### src/rtl/rca_seq_pkg.sv
// rtl/rca_seq_pkg.sv - shared slice width and FSM state type for rca_seq
package rca_seq_pkg;

  localparam int SLICE_W = 3;

  typedef enum logic [1:0] {IDLE, RUN, DONE} rca_seq_state_t;

endpackage

### src/rtl/rca.sv
// rtl/rca.sv - 3-bit ripple-carry adder shared by the rca_seq slice loop
module rca
  import rca_seq_pkg::*;
(
  input  logic [SLICE_W-1:0] a,
  input  logic [SLICE_W-1:0] b,
  input  logic               cin,
  output logic [SLICE_W-1:0] sum,
  output logic               cout
);

  logic [SLICE_W:0] c;

  always_comb begin
    c    = '0;
    sum  = '0;
    c[0] = cin;
    for (int i = 0; i < SLICE_W; i++) begin
      sum[i]   = a[i] ^ b[i] ^ c[i];
      c[i+1]   = (a[i] & b[i]) | (c[i] & (a[i] ^ b[i]));
    end
    cout = c[SLICE_W];
  end

endmodule

### src/rtl/rca_seq.sv
// rtl/rca_seq.sv - multi-cycle WIDTH-bit adder built from one shared 3-bit rca
module rca_seq
  import rca_seq_pkg::*;
#(
  parameter int WIDTH = 12
) (
  input  logic             clk,
  input  logic             rst_n,
  input  logic             in_valid,
  output logic             in_ready,
  input  logic [WIDTH-1:0] in_a,
  input  logic [WIDTH-1:0] in_b,
  input  logic             in_cin,
  output logic             out_valid,
  input  logic             out_ready,
  output logic [WIDTH-1:0] out_sum,
  output logic             out_cout
);

  localparam int NUM_SLICES = WIDTH / SLICE_W;
  localparam int KW         = (NUM_SLICES > 1) ? $clog2(NUM_SLICES) : 1;

  if (WIDTH <= 0 || (WIDTH % SLICE_W) != 0) begin : g_bad_width
    $error("rca_seq: WIDTH must be a positive multiple of 3");
  end

  rca_seq_state_t     state, state_nxt;
  logic [KW-1:0]      k;
  logic [WIDTH-1:0]   a_reg, b_reg, result;
  logic               carry_reg;
  logic [SLICE_W-1:0] slice_sum;
  logic               slice_cout;
  logic               last_slice;

  assign last_slice = (k == KW'(NUM_SLICES - 1));

  // Operands shift down each RUN cycle so the current slice is always at bit 0.
  rca u_rca (
    .a    (a_reg[SLICE_W-1:0]),
    .b    (b_reg[SLICE_W-1:0]),
    .cin  (carry_reg),
    .sum  (slice_sum),
    .cout (slice_cout)
  );

  always_ff @(posedge clk or negedge rst_n) begin
    if (!rst_n) begin
      state <= IDLE;
    end else begin
      state <= state_nxt;
    end
  end

  always_comb begin
    state_nxt = state;
    in_ready  = 1'b0;
    out_valid = 1'b0;
    case (state)
      IDLE: begin
        in_ready = 1'b1;
        if (in_valid) state_nxt = RUN;
      end
      RUN: begin
        if (last_slice) state_nxt = DONE;
      end
      DONE: begin
        out_valid = 1'b1;
        if (out_ready) state_nxt = IDLE;
      end
      default: state_nxt = IDLE;
    endcase
  end

  // Slice sums enter at the top of result and shift down, landing in place after the last slice.
  always_ff @(posedge clk or negedge rst_n) begin
    if (!rst_n) begin
      a_reg     <= '0;
      b_reg     <= '0;
      result    <= '0;
      carry_reg <= 1'b0;
      k         <= '0;
    end else begin
      case (state)
        IDLE: begin
          if (in_valid) begin
            a_reg     <= in_a;
            b_reg     <= in_b;
            carry_reg <= in_cin;
            result    <= '0;
            k         <= '0;
          end
        end
        RUN: begin
          a_reg     <= a_reg >> SLICE_W;
          b_reg     <= b_reg >> SLICE_W;
          result    <= (result >> SLICE_W) | (WIDTH'(slice_sum) << (WIDTH - SLICE_W));
          carry_reg <= slice_cout;
          k         <= k + 1'b1;
        end
        default: ;
      endcase
    end
  end

  assign out_sum  = result;
  assign out_cout = carry_reg;

endmodule

### config.mk
export PLATFORM = sky130hd
export DESIGN_NAME = rca_seq
export DESIGN_NICKNAME = d
export VERILOG_FILES = /design/src/rtl/rca_seq_pkg.sv /design/src/rtl/rca.sv /design/src/rtl/rca_seq.sv
export SDC_FILE = /design/constraint.sdc
export NUM_CORES = 1
export LEC_CHECK = 0
export BUFFER_PORTS_ARGS = -buffer_cell sky130_fd_sc_hd__buf_2
export CAP_MARGIN = 10
export CORE_AREA = 5 5 68 70
export CTS_CLUSTER_DIAMETER = 30
export DETAILED_ROUTE_END_ITERATION = 8
export DIE_AREA = 0 0 73 75
export PLACE_DENSITY = 0.77
export SYNTH_ARGS = -nofsm -noshare
export SYNTH_HDL_FRONTEND = slang
export SYNTH_SLANG_ARGS = --single-unit
export TNS_END_PERCENT = 20
### constraint.sdc
create_clock -name clk -period 2.35 [get_ports clk]
set_input_delay 0.47 -clock clk [delete_from_list [all_inputs] [get_ports clk]]
set_output_delay 0.47 -clock clk [all_outputs]
set_load 0.1 [all_outputs]
==> qor.csv, run 1 <==
metric;value;unit
sequential fraction of the synthesis area;50.4;%
HPWL after DPL;2.96;mm
leading cell types in the layout, fill and taps excluded;41 x dfrtp_1, 41 x buf_2, 18 x inv_1;
input/output buffers;43;
Bufs on Longest Clock Path;2;
worst slew margin relative to its limit;41.8;%
Layout Cell Area excl Fill;2330;sq um
required time at the worst-slack endpoint;1.88;ns
iteration-0 DRC count of the detailed router;93;
master of the slowest instance on the critical path;dfrtp_1;
highest net fanout along the worst path;23;
GR Overflow Total;0;
post-detailed-placement cell area;2250;sq um
startpoint types;flop;
final-report setup violation count;0;
vias post-DR;1485;
Slowest Stage Delay on Critical Path;0.63;ns
synthesis-stage register bit count;41;
initial antenna violation count;0;
area growth from synthesis to final layout;14.7;%
reg-to-reg endpoint;out_sum[11];
cells after synthesis;164;
GPL Wtd Cong;0.804;
cells traversed along the worst timing path;nor2_2 -> buf_12;
number of buffers inserted for hold repair after clock tree synthesis;0;
number of core rows;23;
clk root buf;clkbuf_8;
WL final;4.21;mm
DRC violation count after routing;0;
starting utilization of the core area;52.0;%
Worst Tran Pin Value;0.873;ns
RSZ-0062 raised after global routing;false;
Final #Nets;237;
mean post-synth cell area;12.4;sq um
Highest Clock Rate;482;MHz
arrival time reported for the critical path endpoint;1.61;ns
clk_lat worst skew;0.30;ns
CTS tree;yes;
drt first pass iters;4;
clock transition time at the flip-flop clock pins of the worst setup and hold paths;0.08;ns
vias in the first global route;1497;
H-Tree Depth;2;
count of pins over their slew limit;0;
dominant synthesized flop cell;dfrtp_1;
net count after synthesis;197;
Setup crit end kind;output port;
aggregate negative setup slack;0;ns
die width;73;microns
Bufs and invs on worst path;1;
ratio of routed vias to standard cells;5.82;
total of warnings raised by yosys;0;
total number of clock tree sinks;41;
Top-Level Pins;44;
wire length of the first global-routing pass;7.28;mm
Netlist cell types;28;
Inserted Diodes;0;
beginning of the worst register-to-register path;out_cout;
Die Y-Extent;75;microns
Total Routing Usage GR;17.4;%
reg2reg path depth;5;
proportion of layout cells with a drive suffix above 1;36.6;%
Die Footprint;5480;sq um
Final period util;88.3;%
Final Hold Viols;0;
post-CTS setup buffers;0;
WL per Instance;16.5;microns
final setup skew;0.00547;ns
path type of the worst min-delay path;input port to asynchronous set/reset pin;
share of synthesized registers carrying an async set or reset;100;%
status;finished clean;
Crit Path Class;flop to output port;
total of cells resized after clock tree synthesis;0;
clock buffer count from CTS;5;
area of the mapped netlist;2040;sq um
Floorplan Core Area;3910;sq um
number of max-cap violations;0;
post-layout minimum cycle time;2.08;ns
Worst path top cell family by delay;flip-flops;
Post-DRT Antenna Nets;0;
number of flops mapped to enable cells by yosys;0;
maximum number of pins on one net before global-route repair;42;
slack of the worst reg-to-reg path;0.45;ns
## logic make-up after synthesis
logic type / Yosys count / share of synthesized area [%]
compound gates: 42 / 18.6
fa+ha+maj: 4 / 3.56
buf+inv: 33 / 9.96
flops: 41 / 50.4
mux: 1 / 0.492
simple gates: 43 / 17.0
## cell type report
class                      count  area (sq um)
clock buffer                   5          68.8
clock inverter                 3          17.5
fill                         349          1580
inverter                      18          67.6
multi-input combinational     90           810
sequential                    41          1030
tap                           50          62.6
timing repair buffer          48           283
## cells in the mapped netlist (all sizes together), types with 2 or more instances
| library cell | count | area share, % |
|---|---|---|
| nor2b | 4 | 1.4 |
| buf | 14 | 6.5 |
| a211oi | 14 | 5.2 |
| inv | 18 | 3.3 |
| a32o | 4 | 2.0 |
| o221a | 3 | 1.7 |
| a22o | 13 | 6.3 |
| nor3b | 16 | 5.9 |
| fa | 3 | 3.0 |
| a211o | 2 | 0.86 |
| a222oi | 2 | 0.98 |
| nor4b | 14 | 6.0 |
| dfrtp | 41 | 50 |
| nor4bb | 2 | 0.98 |
| nand2b | 3 | 0.92 |
| or4b | 3 | 1.5 |
## per-stage QoR
step           hold WS, ns  util (%)  std cells  setup slack (ns)
2_1_floorplan        0.174         -        164            0.0221
3_3_place_gp         0.472      57.4        247             0.504
6_report             0.289      59.7        255             0.275
4_1_cts              0.313      59.7        255             0.277
5_1_grt              0.375      59.7        255             0.193
3_5_place_dp         0.479      57.4        247             0.450
## worst max path at each step
stage	startpoint	endpoint	slack [ns]	cells after the start
floorplan	out_cout	out_sum[11]	0.02	5
global placement	out_cout	out_sum[11]	0.50	5
detailed placement	out_cout	out_sum[11]	0.45	5
CTS	state[0]	in_ready	0.28	2
global route	state[0]	in_ready	0.19	2
finish	state[0]	in_ready	0.27	2
## metal layers
metal	track usage, %	wire [microns]	up-vias	share of wire [%]
met4	7.38	78	0	1.9
met3	3.87	299	8	7.1
li1	-	-	695	-
met1	23.2	1770	729	42
met5	0	0	-	0
met2	27.5	2060	53	49
Power of run 1 is left out: the tool's default activity adds up to more than one toggle a clock period on the data nets, which glitch-free logic cannot reach.
==> inputs of run 2 (changes only) <==
Settings changed: CELL_PAD_IN_SITES_DETAIL_PLACEMENT set to 1, CELL_PAD_IN_SITES_GLOBAL_PLACEMENT set to 1, CORE_AREA 5 5 68 70 to 5 5 75 77, DIE_AREA 0 0 73 75 to 0 0 80 82, PLACE_DENSITY 0.77 to not set, PLACE_DENSITY_LB_ADDON set to 0.1.
==> qor.csv, run 2 (same netlist as run 1, synthesis figures left out) <==
metric;value;unit;change
total of cells resized after clock tree synthesis;0;;unchanged
clock buffer count from CTS;5;;unchanged
Slowest Stage Delay on Critical Path;0.64;ns;was 0.63 ns
Final #Nets;239;;was 237
slack of the worst reg-to-reg path;0.46;ns;was 0.45 ns
Floorplan Core Area;4940;sq um;was 3910 sq um
count of pins over their slew limit;0;;unchanged
initial antenna violation count;0;;unchanged
proportion of layout cells with a drive suffix above 1;36.2;%;was 36.6%
Final period util;90.2;%;was 88.3%
cells traversed along the worst timing path;nor2_2 -> buf_12;;unchanged
DRC violation count after routing;0;;unchanged
Die Y-Extent;82;microns;was 75 microns
WL per Instance;16.5;microns;about the same
area growth from synthesis to final layout;18.3;%;was 14.7%
arrival time reported for the critical path endpoint;1.65;ns;was 1.61 ns
GPL Wtd Cong;0.727;;was 0.804
Post-DRT Antenna Nets;0;;unchanged
number of fillers in the final layout;557;;was 349
required time at the worst-slack endpoint;1.88;ns;about the same
startpoint types;flop;;unchanged
Highest Clock Rate;472;MHz;was 482 MHz
number of max-cap violations;0;;unchanged
Inserted Diodes;0;;unchanged
master of the slowest instance on the critical path;dfrtp_1;;unchanged
Die Footprint;6560;sq um;was 5480 sq um
HPWL after DPL;3.18;mm;was 2.96 mm
aggregate negative setup slack;0;ns;unchanged
WL final;4.58;mm;was 4.21 mm
drt first pass iters;5;;was 4
clock transition time at the flip-flop clock pins of the worst setup and hold paths;0.08;ns;about the same
leading cell types in the layout, fill and taps excluded;41 x dfrtp_1, 41 x buf_2, 18 x inv_1;;unchanged
Top-Level Pins;44;;unchanged
input/output buffers;43;;unchanged
RSZ-0062 raised after global routing;false;;unchanged
Setup crit end kind;output port;;unchanged
number of core rows;26;;was 23
Worst path top cell family by delay;flip-flops;;unchanged
vias post-DR;1476;;was 1485
ratio of routed vias to standard cells;5.33;;was 5.82
Total Routing Usage GR;14.7;%;was 17.4%
GR Overflow Total;0;;unchanged
wire length of the first global-routing pass;7.47;mm;was 7.28 mm
Worst Tran Pin Value;1.01;ns;was 0.873 ns
Final Hold Viols;0;;unchanged
iteration-0 DRC count of the detailed router;79;;was 93
post-layout minimum cycle time;2.12;ns;was 2.08 ns
maximum number of pins on one net before global-route repair;43;;was 42
clk_lat worst skew;0.29;ns;was 0.30 ns
final setup skew;0.00818;ns;was 0.00547 ns
Bufs and invs on worst path;1;;unchanged
Bufs on Longest Clock Path;2;;unchanged
final-report setup violation count;0;;unchanged
die width;80;microns;was 73 microns
CTS tree;yes;;unchanged
highest net fanout along the worst path;20;;was 23
starting utilization of the core area;41.2;%;was 52.0%
Crit Path Class;flop to output port;;unchanged
post-CTS setup buffers;0;;unchanged
worst slew margin relative to its limit;32.3;%;was 41.8%
path type of the worst min-delay path;input port to flop;;was input port to asynchronous set/reset pin
total number of clock tree sinks;41;;unchanged
vias in the first global route;1552;;was 1497
H-Tree Depth;2;;unchanged
clk root buf;clkbuf_8;;unchanged
status;finished clean;;unchanged
run 2: cell count changes in the layout (fill, tap and decap cells not counted), sizes merged:
cell | previous run | this run
buf | 48 | 49
clkbuf | 5 | 7
clkinv | 2 | 0
bufinv | 0 | 1
clkinvlp | 1 | 0
dlygate4sd3 | 0 | 1
run 2: final timing paths:
path | startpoint | end | cells past startpoint
max | state[1] | in_ready | 2
min | in_b[10] | b_reg[10] | 2
max reg2reg | state[1] | b_reg[7] | 3
min reg2reg | out_sum[2] | out_sum[2] | 1
max in group asynchronous | rst_n | a_reg[0] | 3
min in group asynchronous | rst_n | out_sum[5] | 2
run 2: stage by stage:
step | util (%) | worst slack, ns | std cells | instance area [sq um] | hold WS [ns]
floorplan | - | 0.0221 | 164 | 2040 | 0.174
global placement | 46.1 | 0.478 | 268 | 2280 | 0.279
detailed placement | 46.1 | 0.432 | 268 | 2280 | 0.281
CTS | 48.7 | 0.239 | 277 | 2410 | 0.416
global route | 48.7 | 0.143 | 277 | 2410 | 0.412
finish | 48.7 | 0.230 | 277 | 2410 | 0.422
run 2: cell type report:
| type | instances | area (sq um) | area share, % |
|---|---|---|---|
| Timing Repair Buffer | 50 | 300 | 12.5 |
| Sequential cell | 41 | 1030 | 42.6 |
| Clock buffer | 7 | 86.3 | 3.59 |
| Tap cell | 70 | 87.6 | 3.64 |
| Clock inverter | 1 | 30.0 | 1.25 |
| Multi-Input combinational cell | 90 | 810 | 33.6 |
| Inverter | 18 | 67.6 | 2.81 |
run 2: repair_timing:
item,CTS,global route
setup endpoints to repair,0,0
hold buffers,1,0
endpoints found under the hold margin,3,0
run 2: layer usage:
layer / track usage (%) / routed length [microns] / up-vias
met5: 0 / 0 / -
met4: 3.89 / 36 / 0
met3: 4.39 / 225 / 4
met2: 24.7 / 2240 / 35
met1: 18.5 / 2090 / 741
li1: - / - / 696
Power of run 2 is left out for the same reason.
